### config.mk
export PLATFORM = sky130hd
export DESIGN_NAME = input_encoder
export DESIGN_NICKNAME = d
export VERILOG_FILES = /design/src/rtl/input_encoder.sv
export SDC_FILE = /design/constraint.sdc
export NUM_CORES = 1
export LEC_CHECK = 0
export ABC_AREA = 1
export CAP_MARGIN = 5
export CORE_MARGIN = 2
export CORE_UTILIZATION = 35
export DETAILED_ROUTE_END_ITERATION = 16
export SETUP_SLACK_MARGIN = 0.3
export SLEW_MARGIN = 20
export SYNTH_ARGS = -nofsm -noshare
export SYNTH_HDL_FRONTEND = slang
export SYNTH_SLANG_ARGS = --single-unit
### constraint.sdc
create_clock -name clk -period 2.18 [get_ports clk]
set_clock_uncertainty 0.15 [all_clocks]
set_input_delay 0.436 -clock clk [delete_from_list [all_inputs] [get_ports clk]]
set_output_delay 0.436 -clock clk [all_outputs]
set_load 0.1 [all_outputs]
### src/rtl/input_encoder.sv
// Debounces 12 switches and 4 buttons and sends one ASCII code per debounced level
// change to a UART TX byte interface, so a remote toggle decoder can mirror the inputs.
//
// state | meaning
// IDLE  | no byte offered; grants the lowest pending input, if any
// SEND  | byte held on tx_data with tx_valid high until tx_ready accepts it
module input_encoder #(
    parameter int SYNC_STAGES     = 2,
    parameter int DEBOUNCE_CYCLES = 50000,
    parameter int CODE_BASE       = 33
) (
    input  logic        clk,
    input  logic        rst_n,
    input  logic [11:0] switches_in,
    input  logic [3:0]  buttons_in,
    output logic        tx_valid,
    output logic [7:0]  tx_data,
    input  logic        tx_ready,
    output logic [11:0] switches_db,
    output logic [3:0]  buttons_db,
    output logic [15:0] pending
);

    localparam int CW = $clog2(DEBOUNCE_CYCLES + 1);
    localparam logic [CW-1:0] CNT_LAST = CW'(DEBOUNCE_CYCLES - 1);
    localparam logic [CW-1:0] CNT_ONE  = CW'(1);
    localparam logic [7:0]    CODE_BASE_B = 8'(CODE_BASE);

    if (SYNC_STAGES < 2) begin : g_bad_sync
        $fatal(1, "input_encoder: SYNC_STAGES must be at least 2");
    end
    if (DEBOUNCE_CYCLES < 1) begin : g_bad_debounce
        $fatal(1, "input_encoder: DEBOUNCE_CYCLES must be at least 1");
    end
    if (CODE_BASE + 15 > 255) begin : g_bad_code_base
        $fatal(1, "input_encoder: CODE_BASE + 15 does not fit in 8 bits");
    end

    typedef enum logic {
        IDLE = 1'b0,
        SEND = 1'b1
    } state_t;

    state_t                        state_q, state_d;
    logic [SYNC_STAGES-1:0][15:0]  sync_q, sync_d;
    logic [15:0][CW-1:0]           cnt_q, cnt_d;
    logic [15:0]                   db_q, db_d;
    logic [15:0]                   db_dly_q, db_dly_d;
    logic [15:0]                   pending_q, pending_d;
    logic                          tx_valid_q, tx_valid_d;
    logic [7:0]                    tx_data_q, tx_data_d;

    logic [15:0] in_raw;
    logic [15:0] synced;
    logic [15:0] chg;
    logic [15:0] grant;
    logic [3:0]  grant_idx;

    assign in_raw = {buttons_in, switches_in};
    assign synced = sync_q[SYNC_STAGES-1];

    always_comb begin
        sync_d[0] = in_raw;
        for (int s = 1; s < SYNC_STAGES; s++) begin
            sync_d[s] = sync_q[s-1];
        end
    end

    // Counter only runs while the synced level disagrees with the accepted level.
    always_comb begin
        cnt_d = cnt_q;
        db_d  = db_q;
        for (int i = 0; i < 16; i++) begin
            if (synced[i] != db_q[i]) begin
                if (cnt_q[i] == CNT_LAST) begin
                    db_d[i]  = synced[i];
                    cnt_d[i] = '0;
                end else begin
                    cnt_d[i] = cnt_q[i] + CNT_ONE;
                end
            end else begin
                cnt_d[i] = '0;
            end
        end
    end

    assign db_dly_d = db_q;
    assign chg      = db_q ^ db_dly_q;

    // Scanning downward leaves the lowest set index as the winner.
    always_comb begin
        grant_idx = '0;
        for (int i = 15; i >= 0; i--) begin
            if (pending_q[i]) begin
                grant_idx = 4'(i);
            end
        end
    end

    always_comb begin
        state_d    = state_q;
        tx_valid_d = tx_valid_q;
        tx_data_d  = tx_data_q;
        grant      = '0;
        case (state_q)
            IDLE: begin
                tx_valid_d = 1'b0;
                if (pending_q != '0) begin
                    grant      = 16'(1) << grant_idx;
                    tx_data_d  = CODE_BASE_B + {4'b0000, grant_idx};
                    tx_valid_d = 1'b1;
                    state_d    = SEND;
                end
            end
            SEND: begin
                if (tx_valid_q && tx_ready) begin
                    tx_valid_d = 1'b0;
                    state_d    = IDLE;
                end
            end
            default: begin
                tx_valid_d = 1'b0;
                state_d    = IDLE;
            end
        endcase
    end

    // A change landing on a bit being granted re-arms it rather than cancelling.
    assign pending_d = (pending_q & ~grant) ^ chg;

    always_ff @(posedge clk) begin
        if (!rst_n) begin
            state_q    <= IDLE;
            sync_q     <= '0;
            cnt_q      <= '0;
            db_q       <= '0;
            db_dly_q   <= '0;
            pending_q  <= '0;
            tx_valid_q <= 1'b0;
            tx_data_q  <= '0;
        end else begin
            state_q    <= state_d;
            sync_q     <= sync_d;
            cnt_q      <= cnt_d;
            db_q       <= db_d;
            db_dly_q   <= db_dly_d;
            pending_q  <= pending_d;
            tx_valid_q <= tx_valid_d;
            tx_data_q  <= tx_data_d;
        end
    end

    assign tx_valid    = tx_valid_q;
    assign tx_data     = tx_data_q;
    assign switches_db = db_q[11:0];
    assign buttons_db  = db_q[15:12];
    assign pending     = pending_q;

endmodule
* Word level (Yosys, flattened, before mapping)
Index checks and enable logic that the tools add are counted.
Widths: inputs -> output; s select.
** Word-level totals
- Memories kept :: 0
- RAM bits :: 0
- Logic and storage cells :: 170
- Flip-flop bits (word level) :: 346
- Output and inout port bits :: 41
- Bits of input ports :: 19
- Bits in read-only memories :: 0
- Bits in latches :: 0
** Operators by class
- Equality and inequality tests :: 33
- Reduce and logical (&&, ||, !) cells :: 35
- Mux-type cells :: 23
- Order comparisons :: 0
- Bitwise operators :: 22
- $add $sub $neg :: 17
- Multipliers :: 0
- Shift operators :: 1
- Div/mod/pow operators :: 0
** Operator list (number)
- $add 16x1->16 const B :: 16
- $eq 16x16->1 const B :: 16
- $mux 4 :: 16
- $reduce_or 3->1 :: 16
- $reduce_and 2->1 :: 17
- $mux 16 :: 2
- $xor 16x16->16 :: 2
- $not 1->1 :: 18
- $and 16x16->16 :: 1
- $ne 1x1->1 :: 16
- $not 16->16 :: 1
- $reduce_bool 16->1 :: 1
- $shl 1x4->16 const A :: 1
- $add 6x4->7 const A :: 1
- $pmux 1 s2 :: 2
- $mux 1 :: 3
- $ne 2x1->1 const B :: 1
- $logic_and 1x1->1 :: 1

* Logic depth before layout (Yosys ltp)
Gate-level depths: netlist of the first run.
- Depth after elaboration :: 22
- Gate-level depth with buffers :: 23
- Gate-level depth less buffers :: 23

* Worst setup path after synthesis of the first run
OpenSTA, ideal clock, no wires.
- Path type :: register -> register
- From :: register pending_q[14] (netlist: pending[14])
- To :: register pending_q[3] (netlist: pending[3])
- Path buffers :: 0
- Stages on the path, launching flop included :: 24
- Arrival time :: 2.730 ns
- Slack :: -0.822 ns
- Period minus slack after synthesis :: 3.002 ns
- Data required time :: 1.908 ns
- Library setup time :: 0.122 ns
- Path through :: dfxtp_1 -> inv_1 -> nand2_1 -> nand2_1 -> nand2_1 -> nand2_1 -> nand2_1 -> nand2_1 -> nand2_1 -> nand2_1 -> nand2_1 -> nand2_1 -> nand2_1 -> nand2_1 -> nand2_1 -> nand2_1 -> nand2_1 -> inv_1 -> ha_1 -> ha_1 -> nand2_1 -> nand2_1 -> o21ai_0 -> a21oi_1
** On the way
- Longest elaborated chain between the ends :: 21
- Elaborated cells between the ends (all ways) :: 22
- Those cells by class :: shift (1); mux (17); bitwise (3); reduce/logical (1)
** RTL lines
- start: declaration :: line 49 : logic [15:0] pending_q, pending_d;
- start signal: assignment :: line 147 : pending_q <= pending_d;
- $mux 4 (15 in series) :: line 94 : if (pending_q[i]) begin
- $shl 1x4->16 :: line 109 : grant = 16'(1) << grant_idx;
- $mux 16 * :: line 108 : if (pending_q != '0) begin
- $mux 16 * :: line 105 : case (state_q)
- $not 16->16 * :: line 129 : assign pending_d = (pending_q & ~grant) ^ chg;
- $and 16x16->16 * :: line 129
- $xor 16x16->16 * :: line 129
Mark *: on every way between the ends. The rest lies on a longest branch, timed or not.
A chain may end at the register's enable or synchronous reset.

* Worst setup path after layout of the first run
Ends and elaborated chain as after synthesis.

==> impl_metrics.toml, run 1 <==
[status]
run_status = "complete, but fails checks"
violated_checks = "setup timing"

[timing]
fin_hold_ws_ns = 0.206
maxSlewHeadroom = 0.576
timing.fmax_mhz = 457
rsz0062_at_grt = "yes"
post-route-min-period_ns = 2.19
final_min_period_over_clock_period = 1.00
tightestPinTransition_ns = 0.634
timing.final.max_slew_violations = 0
final-setup-viol-count = 2
finalWorstSetupSlack_ns = -0.00673
timing_hold_violations_final = 0

[final_layout]
fillCellCount = 3683
diodes = 0
filler_free_cell_count_of_the_finished_design = 2801
syn_to_final_growth_pct = 48.3
post_route_cell_area_um2 = 21300
multiInputGateArea_um2 = 8140
finish.net_count = 2277
seqCellArea_um2 = 7100
fraction_of_final_layout_cells_with_drive_strength_greater_than_1 = 0.386

[hold_path]
hp-class = "in -> reg"
hold_path_depth = 4
origin_of_the_worst_min_delay_path = "rst_n"

[drt]
via_per_inst = 4.74
antenna_violating_nets_post_route = 0
wl_per_cell_um = 12.9
totalWireLength_um = 36100
drc = 0
drtPass1Iterations = 4
via_count = 13300
initialDrtViolationCount = 649

[floorplan]
io_pins = 60
floorplan.die.height_um = 207
floorplan.die.width_um = 207
row_count = 74
initial_utilization = 0.353
fp.coreArea_um2 = 40700
design.die.area_um2 = 42700

[synthesis]
synth-xor-area-share = 0.0256
synth-edff-count = 0
post_synth_instance_area_um2 = 14400
ys_warn_count = 0
synth_cells = 1893
post_synth_num_cell_types = 40
synth_most_common_cell = "sky130_fd_sc_hd__dfxtp_1"
avgSynthCellArea_um2 = 7.60
synth.area.top_cells = "sky130_fd_sc_hd__dfxtp_1 48%, sky130_fd_sc_hd__inv_1 8.2%, sky130_fd_sc_hd__nand2_1 7.8%"
synthAdderAreaFrac = 0.0191
fraction_of_synthesized_area_in_multiplexers = 0
complex_gate_fraction_of_the_synthesized_area = 0.106
synthSimpleGateAreaFrac = 0.280
post_synth_most_frequent_cells = "344 x sky130_fd_sc_hd__dfxtp_1, 315 x sky130_fd_sc_hd__inv_1, 300 x sky130_fd_sc_hd__nand2_1"
synth-async-reset-ratio = 0
yosys_most_used_dff = "sky130_fd_sc_hd__dfxtp_1"
synth.yosys.seq_area_share = 0.479
synth_top_family_by_area = "simple AND/OR/NAND/NOR gates"
synth.top_cell.area_share = 0.479
synth_seq_cells = 344
yosys.area.top_type = "sky130_fd_sc_hd__dfxtp_1"

[clock_network]
worst_setup_hold_path_clk_slew_ns = 0.06
cts_buffers = 41
cts-htree-levels = 2
clk_tree_root_cell = "sky130_fd_sc_hd__clkbuf_16"
clock_latency_late_sink_ns = 0.55
ctsHoldBuffers = 0
tritoncts = "yes"
clock_tree.buffer_depth = 3
numClockSinks = 344

[run]
max_cap_violations = 0

[pwr]
power.share.switching = 0.215
cellPowerDensity_nw_per_um2 = 627
power_frac_clock = 0.509
p_sw_mw = 2.87
share_of_total_power_in_sequential_cells = 0.471
cell_internal_pwr_mw = 10.5
vdd.ir_drop.worst_mv = 0.471
p_leak_nw = 8.35
share_comb_of_total_power = 0.020

[critical_path]
ff2ff_path_depth = 23
required_worst_endpoint_ns = 2.45
critical_path_data_arrival_time_ns = 2.46
critPathLaunchType = "register"
timing.setup.critical_path_class = "reg -> reg"
critical_path.endpoint_type = "register"
crit-reg2reg-launch = "pending[14]"
path_max_fanout = 3
start_point_of_the_critical_path = "pending[14]"

[placement]
routabilityCongestion = 0.817
detailed_place.area_um2 = 15900
placedCellCount = 2492
io_buffers = 57
hpwl_um = 20900

[grt]
initial_antenna_violation_count = 0
grt_remaining_overflow = 0
first_global_vias = 12200
global_route.usage.total = 0.153
pin_count_of_the_biggest_net_entering_global_routing = 42
first_pass_grt_wire_length_um = 54500
metrics by stage:
stage / TNS (ns) / power [mW] / setup WS [ns] / util
after floorplan: -0.237 / 6.58 / -0.0703 / -
after global placement: 0 / 6.67 / 0.0142 / 0.391
after detailed placement: -0.00126 / 6.67 / -0.00126 / 0.391
after CTS: 0 / 13.5 / 0.0289 / 0.467
after global routing: -3.42 / 13.9 / -0.225 / 0.524
final: -0.0125 / 13.4 / -0.00673 / 0.524
registers in the layout (all words and copies together), names as in the netlist:
name,flops
tx_valid,1
pending,16
cnt_q,256
db_dly_q,16
synced,16
state_q,1
db_dly_d,16
sync_d,16
tx_data,6
timing repair:
action | 4_1_cts | 5_1_grt
setup buffers | 143 | 87
setup endpoints to repair | 129 | 238
gates cloned | 0 | 3
pin swaps | 114 | 213
resized for setup | 198 | 450
cell families after synthesis:
kind of cell,Yosys count
adder cells (fa/ha/maj),22
flip-flops,344
buffers and inverters,343
XOR/XNOR,42
other,1
AND/OR/NAND/NOR,860
AO/OA/AOI/OAI,281
routing by layer:
| layer | wire length (um) | GRT usage |
|---|---|---|
| met5 | 0 | 0 |
| met3 | 1290 | 0.0278 |
| met1 | 15400 | 0.184 |
| met2 | 18400 | 0.272 |
| met4 | 1040 | 0.0595 |
worst max-delay path, stage by stage, from the launching register on:
cell,delay (ns)
sky130_fd_sc_hd__dfxtp_4,0.35
sky130_fd_sc_hd__inv_4,0.06
sky130_fd_sc_hd__nand2_2,0.03
sky130_fd_sc_hd__nand2_1,0.06
sky130_fd_sc_hd__nand2_1,0.06
sky130_fd_sc_hd__nand2_1,0.06
sky130_fd_sc_hd__nand2_1,0.05
sky130_fd_sc_hd__nand2_1,0.05
sky130_fd_sc_hd__nand2_1,0.04
sky130_fd_sc_hd__nand2_1,0.05
sky130_fd_sc_hd__nand2_1,0.04
sky130_fd_sc_hd__nand2_1,0.06
sky130_fd_sc_hd__nand2_1,0.05
sky130_fd_sc_hd__nand2_1,0.06
sky130_fd_sc_hd__nand2_1,0.06
sky130_fd_sc_hd__nand2_2,0.10
sky130_fd_sc_hd__nand2_4,0.07
sky130_fd_sc_hd__inv_4,0.07
sky130_fd_sc_hd__ha_4,0.16
sky130_fd_sc_hd__ha_4,0.15
sky130_fd_sc_hd__nand2_2,0.05
sky130_fd_sc_hd__nand2_2,0.12
sky130_fd_sc_hd__buf_6,0.10
sky130_fd_sc_hd__a21oi_2,0.03
worst paths after layout:
path                      to  slack [ns]
setup / recovery  pending[3]      -0.007
setup reg to reg  pending[3]      -0.007
hold reg to reg   synced[15]        0.25
hold / removal     synced[1]        0.21
layout make-up:
type / instances / area share
Clock inverter: 15 / 0.00662
Sequential cell: 344 / 0.333
Clock buffer: 61 / 0.0569
Tap cell: 532 / 0.0312
Inverter: 315 / 0.0556
Timing Repair Buffer: 327 / 0.135
Multi-Input combinational cell: 1207 / 0.381
cell usage in the layout, fill, tap and decap left out, types with 14 or more instances in the layout:
master and count:
sky130_fd_sc_hd__inv_1 285, sky130_fd_sc_hd__dfxtp_1 252, sky130_fd_sc_hd__nand2_1 232, sky130_fd_sc_hd__buf_4 227, sky130_fd_sc_hd__nor2_1 139, sky130_fd_sc_hd__a21oi_1 133
sky130_fd_sc_hd__buf_6 74, sky130_fd_sc_hd__nand2_2 60, sky130_fd_sc_hd__nor2_2 53, sky130_fd_sc_hd__dfxtp_2 51, sky130_fd_sc_hd__nor2_4 50, sky130_fd_sc_hd__nor3_1 47
sky130_fd_sc_hd__clkbuf_16 43, sky130_fd_sc_hd__o21ai_0 41, sky130_fd_sc_hd__dfxtp_4 41, sky130_fd_sc_hd__nand3_2 39, sky130_fd_sc_hd__nor3b_1 35, sky130_fd_sc_hd__nand3_1 31
sky130_fd_sc_hd__a21oi_2 29, sky130_fd_sc_hd__inv_2 28, sky130_fd_sc_hd__nand4_1 28, sky130_fd_sc_hd__nor4_1 27, sky130_fd_sc_hd__nor3_2 26, sky130_fd_sc_hd__xor2_1 24
sky130_fd_sc_hd__o21ai_1 21, sky130_fd_sc_hd__nor3b_2 21, sky130_fd_sc_hd__nor3_4 20, sky130_fd_sc_hd__o21a_1 20, sky130_fd_sc_hd__ha_4 18, sky130_fd_sc_hd__xnor2_1 17
sky130_fd_sc_hd__clkdlybuf4s50_1 17, sky130_fd_sc_hd__nand3_4 14
power by group through the flow:
stage	clock network (mW)	registers, mW	logic, mW
finish	6.81	6.30	0.263
global route	7.27	6.30	0.291
CTS	7.00	6.32	0.226
detailed placement	0	6.46	0.214
global placement	0	6.46	0.210
floorplan	0	6.46	0.128
No activity file was read; power rests on OpenSTA's default activity.
==> inputs of run 2 (changes only) <==
--- a/config.mk
+++ b/config.mk
@@ -7,9 +7,12 @@
 export LEC_CHECK = 0
 export ABC_AREA = 1
 export CAP_MARGIN = 5
+export CELL_PAD_IN_SITES_DETAIL_PLACEMENT = 0
+export CELL_PAD_IN_SITES_GLOBAL_PLACEMENT = 1
 export CORE_MARGIN = 2
 export CORE_UTILIZATION = 35
 export DETAILED_ROUTE_END_ITERATION = 16
+export PLACE_DENSITY_LB_ADDON = 0.1
 export SETUP_SLACK_MARGIN = 0.3
 export SLEW_MARGIN = 20
 export SYNTH_ARGS = -nofsm -noshare
==> impl_metrics.toml, run 2 (same netlist as run 1, synthesis figures left out) <==
[floorplan]
row_count = 74
design.die.area_um2 = 42700
floorplan.die.width_um = 207
io_pins = 60
fp.coreArea_um2 = 40700
floorplan.die.height_um = 207
initial_utilization = 0.353

[placement]
io_buffers = 57
routabilityCongestion = 0.799
hpwl_um = 21900

[drt]
totalWireLength_um = 36000
antenna_violating_nets_post_route = 0
via_per_inst = 4.62
drc = 0
initialDrtViolationCount = 387
via_count = 13100
wl_per_cell_um = 12.7
drtPass1Iterations = 5

[timing]
timing.fmax_mhz = 467
timing.final.max_slew_violations = 0
maxSlewHeadroom = 0.660
final-setup-viol-count = 0
timing_hold_violations_final = 0
rsz0062_at_grt = "yes"
tightestPinTransition_ns = 0.510
fin_hold_ws_ns = 0.162
post-route-min-period_ns = 2.14
final_min_period_over_clock_period = 0.982

[grt]
pin_count_of_the_biggest_net_entering_global_routing = 49
first_global_vias = 12200
initial_antenna_violation_count = 0
grt_remaining_overflow = 0
global_route.usage.total = 0.158
first_pass_grt_wire_length_um = 55800

[critical_path]
cell_class_contributing_the_biggest_share_of_worst_path_delay = "simple AND/OR/NAND/NOR gates"
ff2ff_path_depth = 22
critPathLaunchType = "register"
cpMaxStageDelayCell = "sky130_fd_sc_hd__dfxtp_4"
worst-path-buf-inv = 2
cpMostUsedCell = "sky130_fd_sc_hd__nand2_1"
critical_path_data_arrival_time_ns = 2.45
path_max_fanout = 3
rr_endpoint = "pending[14]"
chain_of_cells_forming_the_critical_path = "inv_2, nand2_1, nand2_1, nand2_1, nand2_1, nand2_1, nand2_1, nand2_1, nand2_1, nand2_1, nand2_1, nand2_1, nand2_1, nand2_1, nand2_2, nand2_4, ha_2, inv_2, nor2_4, a21oi_2, o21ai_0, a21oi_1"
setup.reg_to_reg.worst_slack_ns = 0.04
critical_path.endpoint_type = "register"
worst_path_largest_cell_delay_ns = 0.34
crit-reg2reg-launch = "pending[14]"
required_worst_endpoint_ns = 2.49
timing.setup.critical_path_class = "reg -> reg"

[final_layout]
seqCellArea_um2 = 7120
syn_to_final_growth_pct = 53.0
flip_flop_count_of_the_largest_register_after_layout = 256
fraction_of_final_layout_cells_with_drive_strength_greater_than_1 = 0.414
multiInputGateArea_um2 = 8400
finish.net_count = 2322
layout.cells.most_common_list = "273 x sky130_fd_sc_hd__inv_1, 252 x sky130_fd_sc_hd__buf_4, 252 x sky130_fd_sc_hd__dfxtp_1"
regMostFlops = "cnt_q"
most_frequent_standard_cell_in_the_layout_excluding_fill_and_tap_cells = "sky130_fd_sc_hd__inv_1"
diodes = 0
fillCellCount = 3776
final_core_util = 0.540

[clock_network]
clock_latency_late_sink_ns = 0.55
numClockSinks = 344
cts_buffers = 41
cts-htree-levels = 2
worst_setup_hold_path_clk_slew_ns = 0.05
tritoncts = "yes"
ctsHoldBuffers = 0
clk_tree_root_cell = "sky130_fd_sc_hd__clkbuf_16"
clock_tree.buffer_depth = 3

[run]
max_cap_violations = 0

[hold_path]
hold_path_depth = 4
hp-class = "in -> reg"
worst_hold_path.endpoint = "synced[4]"
origin_of_the_worst_min_delay_path = "rst_n"

[status]
run_status = "finished clean"

[pwr]
vdd.ir_drop.worst_mv = 0.471
p_leak_nw = 8.74
cellPowerDensity_nw_per_um2 = 595
## run 2: changes by cell type in the layout (fill, tap and decap cells not counted), moves of 9 or more
cell,before,now
sky130_fd_sc_hd__nand2_1,232,223
sky130_fd_sc_hd__buf_6,74,84
sky130_fd_sc_hd__inv_2,28,37
sky130_fd_sc_hd__buf_4,227,252
sky130_fd_sc_hd__nand2_4,10,20
sky130_fd_sc_hd__inv_1,285,273
## run 2: power breakdown
part	total, mW	switching, mW	internal, mW
sequential	6.29	0.0245	6.27
combinational	0.271	0.149	0.122
clock	6.53	2.61	3.92
total	13.1	2.78	10.3
## run 2: how the worst max path moves through the flow
| stage | from | end | slack, ns | cells past startpoint |
|---|---|---|---|---|
| after floorplan | pending[14] | pending[11] | -0.07 | 22 |
| after global placement | pending[14] | pending[13] | 0.01 | 23 |
| after detailed placement | pending[14] | pending[13] | 0.02 | 23 |
| after CTS | pending[14] | pending[13] | 0.04 | 23 |
| after global routing | pending[14] | pending[14] | -0.14 | 22 |
| final | pending[14] | pending[14] | 0.04 | 22 |
## run 2: what timing repair did
item                                    CTS  global route
endpoints found under the setup margin  118           220
buffers inserted                        162            85
resized for setup                       206           527
cloned                                    1             5
pin swaps                               102           224
## run 2: per-stage QoR
step / setup TNS [ns] / setup WS (ns) / cell area [um2] / instances / power (mW)
final: 0 / 0.0401 / 22000 / 2842 / 13.1
after global routing: -1.50 / -0.138 / 22000 / 2842 / 13.7
after CTS: 0 / 0.0446 / 19400 / 2752 / 13.4
after detailed placement: 0 / 0.0157 / 16200 / 2517 / 6.68
after global placement: 0 / 0.0112 / 16200 / 2517 / 6.68
after floorplan: -0.237 / -0.0703 / 14600 / 1894 / 6.58
## run 2: final cells by class
class,count,area share
Clock buffer,63,0.0531
Tap cell,532,0.0302
Timing Repair Buffer,372,0.152
Inverter,315,0.0543
Sequential cell,344,0.324
Clock inverter,9,0.00466
Multi-Input combinational cell,1207,0.382
## run 2: worst min-delay path, delay by kind of cell
family / cells / cell delay [ns]
buffers and inverters: 3 / 0.32
and+or+nand+nor: 1 / 0.07
## run 2: per-layer routing
layer,track usage,part of all wire
met3,0.0286,0.033
met1,0.201,0.46
met4,0.0504,0.021
met5,0,0
met2,0.270,0.49
==> inputs of run 3 (changes only) <==
--- a/config.mk
+++ b/config.mk
@@ -13,7 +13,6 @@
 export CORE_UTILIZATION = 35
 export DETAILED_ROUTE_END_ITERATION = 16
 export PLACE_DENSITY_LB_ADDON = 0.1
-export SETUP_SLACK_MARGIN = 0.3
 export SLEW_MARGIN = 20
 export SYNTH_ARGS = -nofsm -noshare
 export SYNTH_HDL_FRONTEND = slang
==> impl_metrics.toml, run 3 (same netlist as run 1, synthesis figures left out) <==
[final_layout]
flip_flop_count_of_the_largest_register_after_layout = 256
most_frequent_standard_cell_in_the_layout_excluding_fill_and_tap_cells = "sky130_fd_sc_hd__dfxtp_1"
fillCellCount = 4054
syn_to_final_growth_pct = 28.9
layout.cells.most_common_list = "302 x sky130_fd_sc_hd__dfxtp_1, 300 x sky130_fd_sc_hd__inv_1, 277 x sky130_fd_sc_hd__nand2_1"
post_route_cell_area_um2 = 18500
fraction_of_final_layout_cells_with_drive_strength_greater_than_1 = 0.208
regMostFlops = "cnt_q"
diodes = 0
finish.net_count = 2101

[clock_network]
clk_tree_root_cell = "sky130_fd_sc_hd__clkbuf_16"
ctsHoldBuffers = 0
numClockSinks = 344
tritoncts = "yes"
clock_tree.buffer_depth = 3
cts-htree-levels = 2
worst_setup_hold_path_clk_slew_ns = 0.06
clock_latency_late_sink_ns = 0.56
cts_buffers = 42

[critical_path]
required_worst_endpoint_ns = 2.51
critPathLaunchType = "register"
cpMaxStageDelayCell = "sky130_fd_sc_hd__nor4_1"
chain_of_cells_forming_the_critical_path = "nor4_1, buf_4, a21oi_1, nand2_1, inv_1, a21oi_2, o21ai_1, a21oi_1"
path_max_fanout = 7
critical_path_data_arrival_time_ns = 2.55
timing.setup.critical_path_class = "reg -> reg"
worst_path_largest_cell_delay_ns = 0.55
cpMostUsedCell = "sky130_fd_sc_hd__a21oi_1"
critical_path.endpoint_type = "register"
setup.reg_to_reg.worst_slack_ns = -0.04

[pwr]
cellPowerDensity_nw_per_um2 = 726
power.share.switching = 0.214
p_sw_mw = 2.88
cell_internal_pwr_mw = 10.6
power_frac_clock = 0.514
vdd.ir_drop.worst_mv = 0.525
share_comb_of_total_power = 0.016
p_leak_nw = 7.05
share_of_total_power_in_sequential_cells = 0.470

[timing]
finalWorstSetupSlack_ns = -0.0388
post-route-min-period_ns = 2.22
tightestPinTransition_ns = 0.574
fin_hold_ws_ns = 0.170
timing.final.max_slew_violations = 0
maxSlewHeadroom = 0.614
timing_hold_violations_final = 0
final-setup-viol-count = 5
timing.fmax_mhz = 451
final_min_period_over_clock_period = 1.02
rsz0062_at_grt = "yes"

[drt]
totalWireLength_um = 31100
via_per_inst = 4.55
antenna_violating_nets_post_route = 0
via_count = 11900
drc = 0
wl_per_cell_um = 11.8
initialDrtViolationCount = 416
drtPass1Iterations = 4

[grt]
global_route.usage.total = 0.146
initial_antenna_violation_count = 0
first_global_vias = 11200
pin_count_of_the_biggest_net_entering_global_routing = 59
grt_remaining_overflow = 0
first_pass_grt_wire_length_um = 51700

[floorplan]
floorplan.die.height_um = 207
row_count = 74
io_pins = 60
fp.coreArea_um2 = 40700
floorplan.die.width_um = 207
initial_utilization = 0.353
design.die.area_um2 = 42700

[placement]
detailed_place.area_um2 = 16200
hpwl_um = 21700
routabilityCongestion = 0.767
io_buffers = 57

[status]
run_status = "complete, but fails checks"
violated_checks = "setup timing"

[hold_path]
hp-class = "in -> reg"

[run]
max_cap_violations = 0
-- run 3: final timing paths --
check / startpoint / endpoint / cells past startpoint
hold reg to reg: sync_d[17] / synced[1] / 2
setup / recovery: pending[8] / pending[13] / 8
setup reg to reg: pending[8] / pending[13] / 8
hold / removal: rst_n / synced[1] / 4
-- run 3: worst max-delay path, delay by kind of cell, from the launching register on --
kind,cells,cell delay (ns)
buf+inv,2,0.45
flops,1,0.35
compound gates,4,0.47
simple gates,2,0.73
-- run 3: power groups by stage --
stage	Combinational [mW]	Sequential [mW]	Clock (mW)
6_report	0.215	6.33	6.92
5_1_grt	0.244	6.33	7.43
4_1_cts	0.218	6.33	7.17
3_5_place_dp	0.217	6.47	0
3_3_place_gp	0.215	6.47	0
2_1_floorplan	0.127	6.47	0
-- run 3: metrics by stage --
stage                     cells  total power [mW]  setup TNS [ns]  setup WS (ns)   util
after floorplan            1894              6.59          -0.432        -0.0804      -
after global placement     2522              6.69          -0.106        -0.0631  0.398
after detailed placement   2522              6.69         -0.0684        -0.0426  0.398
after CTS                  2599              13.7         -0.0196       -0.00710  0.432
after global routing       2625              14.0           -2.67         -0.196  0.455
final                      2625              13.5          -0.144        -0.0388  0.455
-- run 3: what timing repair did --
item / CTS / global route
setup buffers: 0 / 26
resized for setup: 2 / 225
endpoints found under the setup margin: 4 / 60
pin swaps: 0 / 70
-- run 3: area by class of cell --
| cell class | count | area (um2) | share of cell area |
|---|---|---|---|
| flip-flops and latches | 344 | 6970 | 0.376 |
| multi-input cells | 1207 | 6940 | 0.374 |
| repair buffers | 150 | 1390 | 0.0752 |
| clock buffers | 64 | 1290 | 0.0694 |
| inverters | 315 | 1180 | 0.0639 |
| well taps | 532 | 666 | 0.0359 |
| clock inverters | 13 | 93.8 | 0.00506 |
-- run 3: per-layer routing --
layer,GRT usage,vias to the layer above,part of all wire
met2,0.232,112,0.44
met1,0.195,5327,0.50
li1,-,6454,-
met3,0.0381,53,0.043
met5,0,-,0
met4,0.0441,0,0.022
